## src/rtl/surfturf_cmd_framer.sv

```systemverilog
// Packs one runcmd, trig and fw beat per fixed-length frame into a 32-bit command word
// for the rackbus serializer, and counts framed triggers.
module surfturf_cmd_framer #(
   parameter int FRAME_LEN   = 8,
   parameter int RUNCMD_BITS = 2,
   parameter int TRIG_BITS   = 15
) (
   input  logic                   sysclk_i,
   input  logic                   sysclk_rst_i,
   input  logic                   en_i,
   input  logic                   sync_i,
   input  logic [RUNCMD_BITS-1:0] runcmd_tdata,
   input  logic                   runcmd_tvalid,
   output logic                   runcmd_tready,
   input  logic [TRIG_BITS-1:0]   trig_tdata,
   input  logic                   trig_tvalid,
   output logic                   trig_tready,
   input  logic [7:0]             fw_tdata,
   input  logic                   fw_tvalid,
   output logic                   fw_tready,
   input  logic                   fw_mark_i,
   output logic                   fw_marked_o,
   output logic [31:0]            cmd_o,
   output logic                   cmd_valid_o,
   output logic [15:0]            trig_count_o
);

   localparam int CW = (FRAME_LEN > 2) ? $clog2(FRAME_LEN) : 1;
   localparam logic [CW-1:0] LAST = CW'(FRAME_LEN - 1);

   logic [CW-1:0] cnt_q, cnt_d;
   logic [31:0]   cmd_q, word_d;
   logic          cmd_valid_q;
   logic [15:0]   trig_cnt_q, trig_cnt_d;
   logic          load, rdy, rc_x, tr_x, fw_x, mark;
   logic [1:0]    rc_ext;
   logic [14:0]   tr_ext;

   // Reset is folded into load so tready/marked drop the instant reset asserts.
   always_comb begin
      load   = (cnt_q == LAST) && !sync_i && !sysclk_rst_i;
      rdy    = load && en_i;
      rc_x   = rdy && runcmd_tvalid;
      tr_x   = rdy && trig_tvalid;
      fw_x   = rdy && fw_tvalid;
      mark   = rdy && fw_mark_i;
      rc_ext = 2'(runcmd_tdata);
      tr_ext = 15'(trig_tdata);
   end

   always_comb begin
      word_d        = '0;
      word_d[31:24] = fw_x ? fw_tdata : 8'h00;
      word_d[23]    = fw_x;
      word_d[22]    = mark;
      word_d[18]    = rc_x;
      word_d[17:16] = rc_x ? rc_ext : 2'b00;
      word_d[15]    = tr_x;
      word_d[14:0]  = tr_x ? tr_ext : 15'h0000;
      word_d[21]    = ^{word_d[31:22], word_d[20:0]};
   end

   always_comb begin
      cnt_d = cnt_q + CW'(1);
      if (sync_i || cnt_q == LAST) cnt_d = '0;
      trig_cnt_d = trig_cnt_q + {15'd0, tr_x};
   end

   always_ff @(posedge sysclk_i or posedge sysclk_rst_i) begin
      if (sysclk_rst_i) begin
         cnt_q       <= '0;
         cmd_q       <= '0;
         cmd_valid_q <= 1'b0;
         trig_cnt_q  <= '0;
      end else begin
         cnt_q       <= cnt_d;
         cmd_valid_q <= load;
         trig_cnt_q  <= trig_cnt_d;
         if (load) cmd_q <= word_d;
      end
   end

   assign runcmd_tready = rdy;
   assign trig_tready   = rdy;
   assign fw_tready     = rdy;
   assign fw_marked_o   = mark;
   assign cmd_o         = cmd_q;
   assign cmd_valid_o   = cmd_valid_q;
   assign trig_count_o  = trig_cnt_q;

endmodule
```

## config.mk

```make
export PLATFORM = sky130hd
export DESIGN_NAME = surfturf_cmd_framer
export DESIGN_NICKNAME = d
export VERILOG_FILES = /design/src/rtl/surfturf_cmd_framer.sv
export SDC_FILE = /design/constraint.sdc
export NUM_CORES = 1
export LEC_CHECK = 0
export CORE_AREA = 3 3 80 82
export DETAILED_ROUTE_END_ITERATION = 16
export DIE_AREA = 0 0 83 85
export GPL_ROUTABILITY_DRIVEN = 0
export PLACE_DENSITY = 0.76
export RECOVER_POWER = 50
export SYNTH_ARGS = -nofsm -noshare
export SYNTH_HDL_FRONTEND = slang
export SYNTH_SLANG_ARGS = --single-unit
```

## constraint.sdc

```tcl
create_clock -name sysclk_i -period 2.4 [get_ports sysclk_i]
set_input_delay 0.24 -clock sysclk_i [delete_from_list [all_inputs] [get_ports sysclk_i]]
set_output_delay 0.24 -clock sysclk_i [all_outputs]
set_load 0.02 [all_outputs]
```

# Word level (Yosys, flattened, before mapping)
# Cells that the tools add are included.
# W data, S select, Z words.
[word_totals]
ff_bits = 50
in_bits = 33
[classes]
muxes = 4
n_addsub = 2
reduce_logical = 11
eq_ne = 1
[op_table]
columns = ["op", "n"]
rows = [
  ["$reduce_xor A31 Y1", 1],
  ["$add A16 B1 Y16", 1],
  ["$mux W15", 1],
  ["$mux W8", 1],
  ["$logic_and A1 B1 Y1", 7],
  ["$add A3 B1 Y3 const B", 1],
  ["$eq A3 B3 Y1 const B", 1],
  ["$mux W3", 1],
  ["$logic_not A1 Y1", 2],
  ["$mux W2", 1],
  ["$logic_or A1 B1 Y1", 1],
]

# Longest topological paths before layout
[logic_depth]
ltp_word = 7
mapped_depth = 14

# Worst setup path after synthesis
# Ideal clock, no wire load.
[synth_timing]
path_type = "reg-to-reg"
from = "register cnt_q[0]"
to = "register trig_cnt_q[12] (netlist: trig_count_o[12])"
t_required_ps = 2271
path_buffers = 2
synth_period_minus_slack_ps = 2742
slack_ps = -342
path_stages_with_launch = 15
arrival_time_ps = 2612
path_cell_list = "dfrtp_1 > ha_1 > ha_1 > nand2_1 > inv_1 > and3_1 > buf_2 > buf_1 > ha_1 > ha_1 > nand4_1 > nor2_1 > and3_1 > nand3_1 > xnor2_1"
[synth_between]
elab_chain_cells = 6
[synth_lines]
columns = ["item", "line_no", "rtl"]
rows = [
  ["start: declaration", "31", "logic [CW-1:0] cnt_q, cnt_d;"],
  ["start signal: assignment", "76", "cnt_q <= cnt_d;"],
  ["$eq A3 B3 Y1", "41", "load = (cnt_q == LAST) && !sync_i && !sysclk_rst_i;"],
  ["$logic_and A1 B1 Y1 (2 in series)", "41", ""],
  ["named net load", "35", "logic load, rdy, rc_x, tr_x, fw_x, mark;"],
  ["$logic_and A1 B1 Y1", "42", "rdy = load && en_i;"],
  ["$logic_and A1 B1 Y1", "44", "tr_x = rdy && trig_tvalid;"],
  ["named net tr_x", "35", ""],
  ["$add A16 B1 Y16", "66", "trig_cnt_d = trig_cnt_q + {15'd0, tr_x};"],
  ["named net trig_cnt_d[12]", "34", "logic [15:0] trig_cnt_q, trig_cnt_d;"],
  ["end signal: assignment", "78", "trig_cnt_q <= trig_cnt_d;"],
  ["end: declaration", "34", ""],
]
# The timed path passes the listed nets, and every way through them passes these cells.
# A chain may end at the register's enable or synchronous reset.

# Worst setup path after layout
[layout_timing]
from = "register cnt_q[0]"
to = "register trig_cnt_q[12] (netlist: trig_count_o[12])"
[layout_between]
elab_chain_cells = 6
[layout_lines]
columns = ["item", "line_no"]
rows = [
  ["$eq A3 B3 Y1", "41"],
  ["$logic_and A1 B1 Y1 (2 in series)", "41"],
  ["named net load", "35"],
  ["$logic_and A1 B1 Y1", "42"],
  ["$logic_and A1 B1 Y1", "44"],
  ["$add A16 B1 Y16", "66"],
  ["named net trig_cnt_d[12]", "34"],
]
# The timed path passes the listed nets, and every way through them passes these cells.

==> results.yml <==
timing:
  slew_viol_final: 0
  rsz0062_at_grt: "false"
  worst_pin_slew_ps: 869
  hold_violations: 0
  skew_ps: 6.76
  fin_crit_ps: 2200
  slew_headroom_pct: 42.1
  post-route-period-util_pct: 91.5
  finalSetupViolCount: 0
  clock.fmax_ghz: 0.456
clocking:
  cts_made_buffers: 5
  h-tree-depth: 2
  clock_tree.root_cell: "clkbuf_8"
  postCtsSetupRepairBufs: 0
  cts_tree: "yes"
  clock_latency_ps: 290
  clk_path_buf_depth: 2
  clkSinkCount: 50
  clkTransAtPathRegs_ps: 90
layout:
  area_growth_pct: 49.1
  utilization_pct: 56.5
  drive_above_1_share_pct: 8.92
  final_cell_mix: "clkdlybuf4s50_1, dfrtp_1, xnor2_1"
  layout_commonest_cell: "clkdlybuf4s50_1"
  stdcell_area_um2: 3290
  antenna_cells: 0
  nNetsFinal: 306
critical_path:
  end_kind: "flop"
  worstPathArrival_ps: 2380
  r2r_slack_ps: 200
  critPathRequiredTime_ps: 2590
  critical_path_class: "flop to flop"
  cp_max_fo: 5
  worstReg2RegStart: "cnt_q[0]"
  startpoint_type: "flop"
  critical_path.startpoint: "cnt_q[0]"
detailed_routing:
  antenna_left: 0
  wl_mm: 5.15
  via_count: 1653
  drt_iter0_drc: 56
  wl_per_cell_um: 15.0
  via_per_inst: 4.81
  drc_errors: 0
  drt_pass1_iterations: 4
die:
  die_x_um: 83
  core_um2: 5820
  core.rowCount: 28
  boundaryPins: 86
  die_h_um: 85
  initial_core_util_pct: 37.9
  dieArea_um2: 7060
power_and_ir_drop:
  ir_drop_v: 0.000257
  p_leak_nw: 1.62
  switching_share_pct: 23.1
  seqPwrFrac_pct: 54.5
  clock_power_share_pct: 32.0
  powerDensity_nw_per_um2: 481
  power.switching_w: 0.000365
  power_frac_comb_pct: 13.5
  intPower_w: 0.00121
yosys:
  synthesis.area_um2: 2200
  postSynthCellCount: 176
  avgSynthCellArea_um2: 12.5
  seq_area_frac_synth_pct: 56.8
  yosysWarnings: 0
  ys_ff_latch: 50
  yosys.cell_types.count: 24
global_route:
  antenna_found_initial: 0
  grt_overflow_total: 0
  grt_pass1_vias: 1677
  grt_max_degree: 35
  grt_pass1_wl_mm: 8.49
  track_usage_pct: 14.8
place:
  dpl_cell_area_um2: 3200
  port_buffers: 83
  dpl.hpwl_mm: 3.85
worst_hold_path:
  min-delay-start: "cnt_q[0]"
  hold_class: "flop to flop"
run:
  cap_violations: 0
status:
  status: "finished, final reports clean"
Yosys cell counts:
cell type,instances,share of area (%)
a21o_1,4,1.4
a22o_1,24,9.5
and3_1,5,1.4
and4_1,1,0.40
buf_1,1,0.17
buf_2,1,0.23
buf_4,4,1.4
clkbuf_1,4,0.68
conb_1,1,0.17
dfrtp_1,50,57
ha_1,5,2.8
inv_1,3,0.51
nand2_1,11,1.9
nand2b_1,2,0.57
nand3_1,9,2.0
nand4_1,2,0.57
nor2_1,7,1.2
nor2b_1,2,0.57
nor3_1,1,0.23
nor3b_1,2,0.68
o21ai_0,2,0.45
xnor2_1,25,9.9
xnor3_1,4,4.1
xor2_1,6,2.4
cell type report:
class / instances / area (µm²)
fillers: 514 / 2530
flip-flops and latches: 50 / 1250
multi-input cells: 114 / 925
repair buffers: 94 / 911
well taps: 75 / 93.8
clock buffers: 6 / 82.6
clock inverters: 2 / 12.5
inverters: 3 / 11.3
through the flow:
step | TNS, ps | std cells | hold slack [ps] | setup slack [ps] | power (W)
finish | 0 | 344 | 441 | 205 | 0.00158
global placement | 0 | 336 | 428 | 36.2 | 0.00110
CTS | 0 | 344 | 272 | 54.2 | 0.00160
detailed placement | -66.3 | 336 | 434 | -66.3 | 0.00110
global route | 0 | 344 | 454 | 17.4 | 0.00165
floorplan | 0 | 177 | 310 | 39.4 | 0.000994
worst max-delay path, stage by stage (launching register included):
cell     delay [ps]
dfrtp_1         360
ha_1            150
ha_2            220
nand2_2          60
inv_1            60
and3_1          210
ha_4            160
ha_4            130
nand4_1         160
nor2_2          160
and3_1          190
nand3_1         100
xnor2_1         140
power by group through the flow:
| stage | Combinational (W) | Clock (W) | Sequential [W] |
|---|---|---|---|
| after floorplan | 0.000107 | 0 | 0.000887 |
| after global placement | 0.000218 | 0 | 0.000878 |
| after detailed placement | 0.000221 | 0 | 0.000878 |
| after CTS | 0.000223 | 0.000521 | 0.000861 |
| after global routing | 0.000237 | 0.000555 | 0.000862 |
| final | 0.000213 | 0.000506 | 0.000861 |
worst paths after layout:
kind / to / depth (start not counted)
max: trig_count_o[12] / 12
min in group asynchronous: cmd_o[17] / 2
max reg2reg: trig_count_o[12] / 12
min: cnt_q[0] / 1
min reg2reg: cnt_q[0] / 1
max in group asynchronous: cmd_o[10] / 3
cells by family after synthesis:
family,after synthesis,synth area share (%)
simple gates,42,9.53
fa+ha+maj,5,2.84
buf+inv,13,2.95
compound gates,30,11.4
xor+xnor,35,16.4
flops,50,56.8
other cells,1,0.170
timing repair:
action / 4_1_cts / 5_1_grt
hold buffers: 0 / 0
resized for setup: 0 / 2
setup endpoints to repair: 0 / 2
registers in the layout, indices dropped and copies added, names as in the netlist:
signal        count
cnt_q             3
cmd_o            30
cmd_valid_o       1
trig_count_o     16
layer usage:
layer	vias to the layer above	global-route usage [%]	routed length, µm
met4	0	3.27	51
met2	53	23.9	2470
met3	6	4.27	283
met5	-	0	0
li1	788	-	-
met1	806	19.8	2340
No activity file was read; power rests on OpenSTA's default activity.
==> RTL edit, RTL diff (config.mk and constraints unchanged) <==
`FRAME_LEN`: 8 -> 16.
--- a/src/rtl/surfturf_cmd_framer.sv
+++ b/src/rtl/surfturf_cmd_framer.sv
@@ -1,7 +1,7 @@
 // Packs one runcmd, trig and fw beat per fixed-length frame into a 32-bit command word
 // for the rackbus serializer, and counts framed triggers.
 module surfturf_cmd_framer #(
-   parameter int FRAME_LEN   = 8,
+   parameter int FRAME_LEN   = 16,
    parameter int RUNCMD_BITS = 2,
    parameter int TRIG_BITS   = 15
 ) (
Behaviour: not the same (Yosys sat finds a counterexample within 10 cycles, from zero or initial values and one cycle with sysclk_rst_i high).
==> RTL edit against the original RTL <==
Final cell count rose by 1.7%; wire length is 2.7% higher; die area unchanged; power rose by 7.1%; setup slack got worse by 80 ps; non-clock buffer count fell by 3; sequential share of layout area about the same; final area increased by 1.9%; area after synthesis up 4.3%; synthesized cell count grew 6.3%; via count grew 4.4%; sequential cell count is 1 higher; critical endpoint is now trig_count_o[10]; largest cell class unchanged; highest routed layer unchanged.
==> RTL edit: results (changes against the original RTL) <==
| Metric | Value |
|---|---|
| Vias | `1725 (+4.4%)` |
| Synth cell count leaders | `dfrtp_1, xnor2_1, a22o_1` |
| Vias in the first global route | `1787 (+6.6%)` |
| NumNets Final | `312 (+2.0%)` |
| Adder-cell share of the synthesized area | `2.18% (-0.66 points)` |
| Critical-path maximum fanout | `6 (+1)` |
| Status | `finished clean` |
| Mean routed wirelength per cell | `15.1 µm (+0.92%)` |
| Fraction of layout cells with a size suffix above 1 | `8.00% (-0.92 points)` |
| Clock Skew | `4.86 ps (-1.90 ps)` |
| Worst hold margin | `478 ps (+37.0 ps)` |
| Post-synthesis mux area share | `0% (unchanged)` |
| Routed wire length | `5.29 mm (+2.7%)` |
| Setup ws final | `125 ps (-80.2 ps)` |
| Largest net degree at the start of global routing | `33 (-5.7%)` |
| Peak VDD IR | `0.210 mV (-18%)` |
| Yosys cell types | `32 (+33%)` |
| Drt initial violations | `72 (+29%)` |
| All-Layer GR Usage | `15.6% (+0.79 points)` |
| Area contributors post-synth | `dfrtp_1, xnor2_1, a22o_1` |
| Inst Count DP | `343 (+2.1%)` |
| Switch share | `22.2% (-0.93 points)` |
| Area after DPL | `3250 µm² (+1.3%)` |
| Post-synthesis sequential area ratio | `55.5% (-1.2 points)` |
| Mapped Avg Cell Area | `12.3 µm² (-1.9%)` |
| Worst EP arrival | `2450 ps (+70 ps)` |
| Fill count | `510 (-0.78%)` |
| First-pass GRT wire length | `8.91 mm (+4.9%)` |
RTL edit: final timing paths:
path | cells after the start | endpoint | startpoint
worst max-delay path | 11 | trig_count_o[10] | cnt_q[1]
worst min-delay path | 1 | cmd_o[15] | cmd_o[15]
worst max register to register | 11 | trig_count_o[10] | cnt_q[1]
worst min register to register | 1 | cmd_o[15] | cmd_o[15]
max in group asynchronous | 3 | cnt_q[0] | sysclk_rst_i
min in group asynchronous | 2 | trig_count_o[5] | sysclk_rst_i
RTL edit: power groups by stage:
stage	registers, mW	logic, mW	clock network [mW]
after global placement	0.900	0.246	0
after global routing	0.885	0.267	0.616
final	0.883	0.246	0.563
after detailed placement	0.900	0.251	0
after floorplan	0.913	0.121	0
after CTS	0.884	0.254	0.594
RTL edit: cell type report:
type | count | area [µm²] | area share [%]
tap | 75 | 93.8 | 2.80
timing repair buffer | 91 | 880 | 26.3
inverter | 2 | 12.5 | 0.374
multi-input combinational | 124 | 985 | 29.4
sequential | 51 | 1280 | 38.1
clock inverter | 1 | 30.0 | 0.897
clock buffer | 6 | 72.6 | 2.17
RTL edit: kinds of logic (layout without fill, tap and decap cells):
| logic type | after synthesis | count (layout) |
|---|---|---|
| other cells | 1 | 2 |
| buf+inv | 13 | 100 |
| compound gates | 33 | 33 |
| simple gates | 50 | 50 |
| flops | 51 | 51 |
| fa+ha+maj | 4 | 4 |
| xor+xnor | 35 | 35 |
RTL edit: routing by layer:
| layer | vias to the layer above | track usage (%) | part of all wire, % |
|---|---|---|---|
| met5 | - | 0 | 0 |
| met4 | 0 | 4.01 | 0.45 |
| met3 | 2 | 4.37 | 5.9 |
| met2 | 56 | 27.3 | 52 |
| met1 | 841 | 18.9 | 42 |
| li1 | 826 | - | - |
RTL edit: critical path, stage by stage (launching register included):
cell and delay, ps:
dfrtp_1 390, ha_2 220, nand3_1 110, or3_4 380, inv_6 80, and3_4 220, ha_4 160, ha_4 160
nand3_4 90, nor2_4 130, nand3_1 90, xnor2_1 130
RTL edit: what timing repair did:
action | 4_1_cts | 5_1_grt
cloned | 0 | 0
setup endpoints to repair | 6 | 5
gates resized for setup | 6 | 2
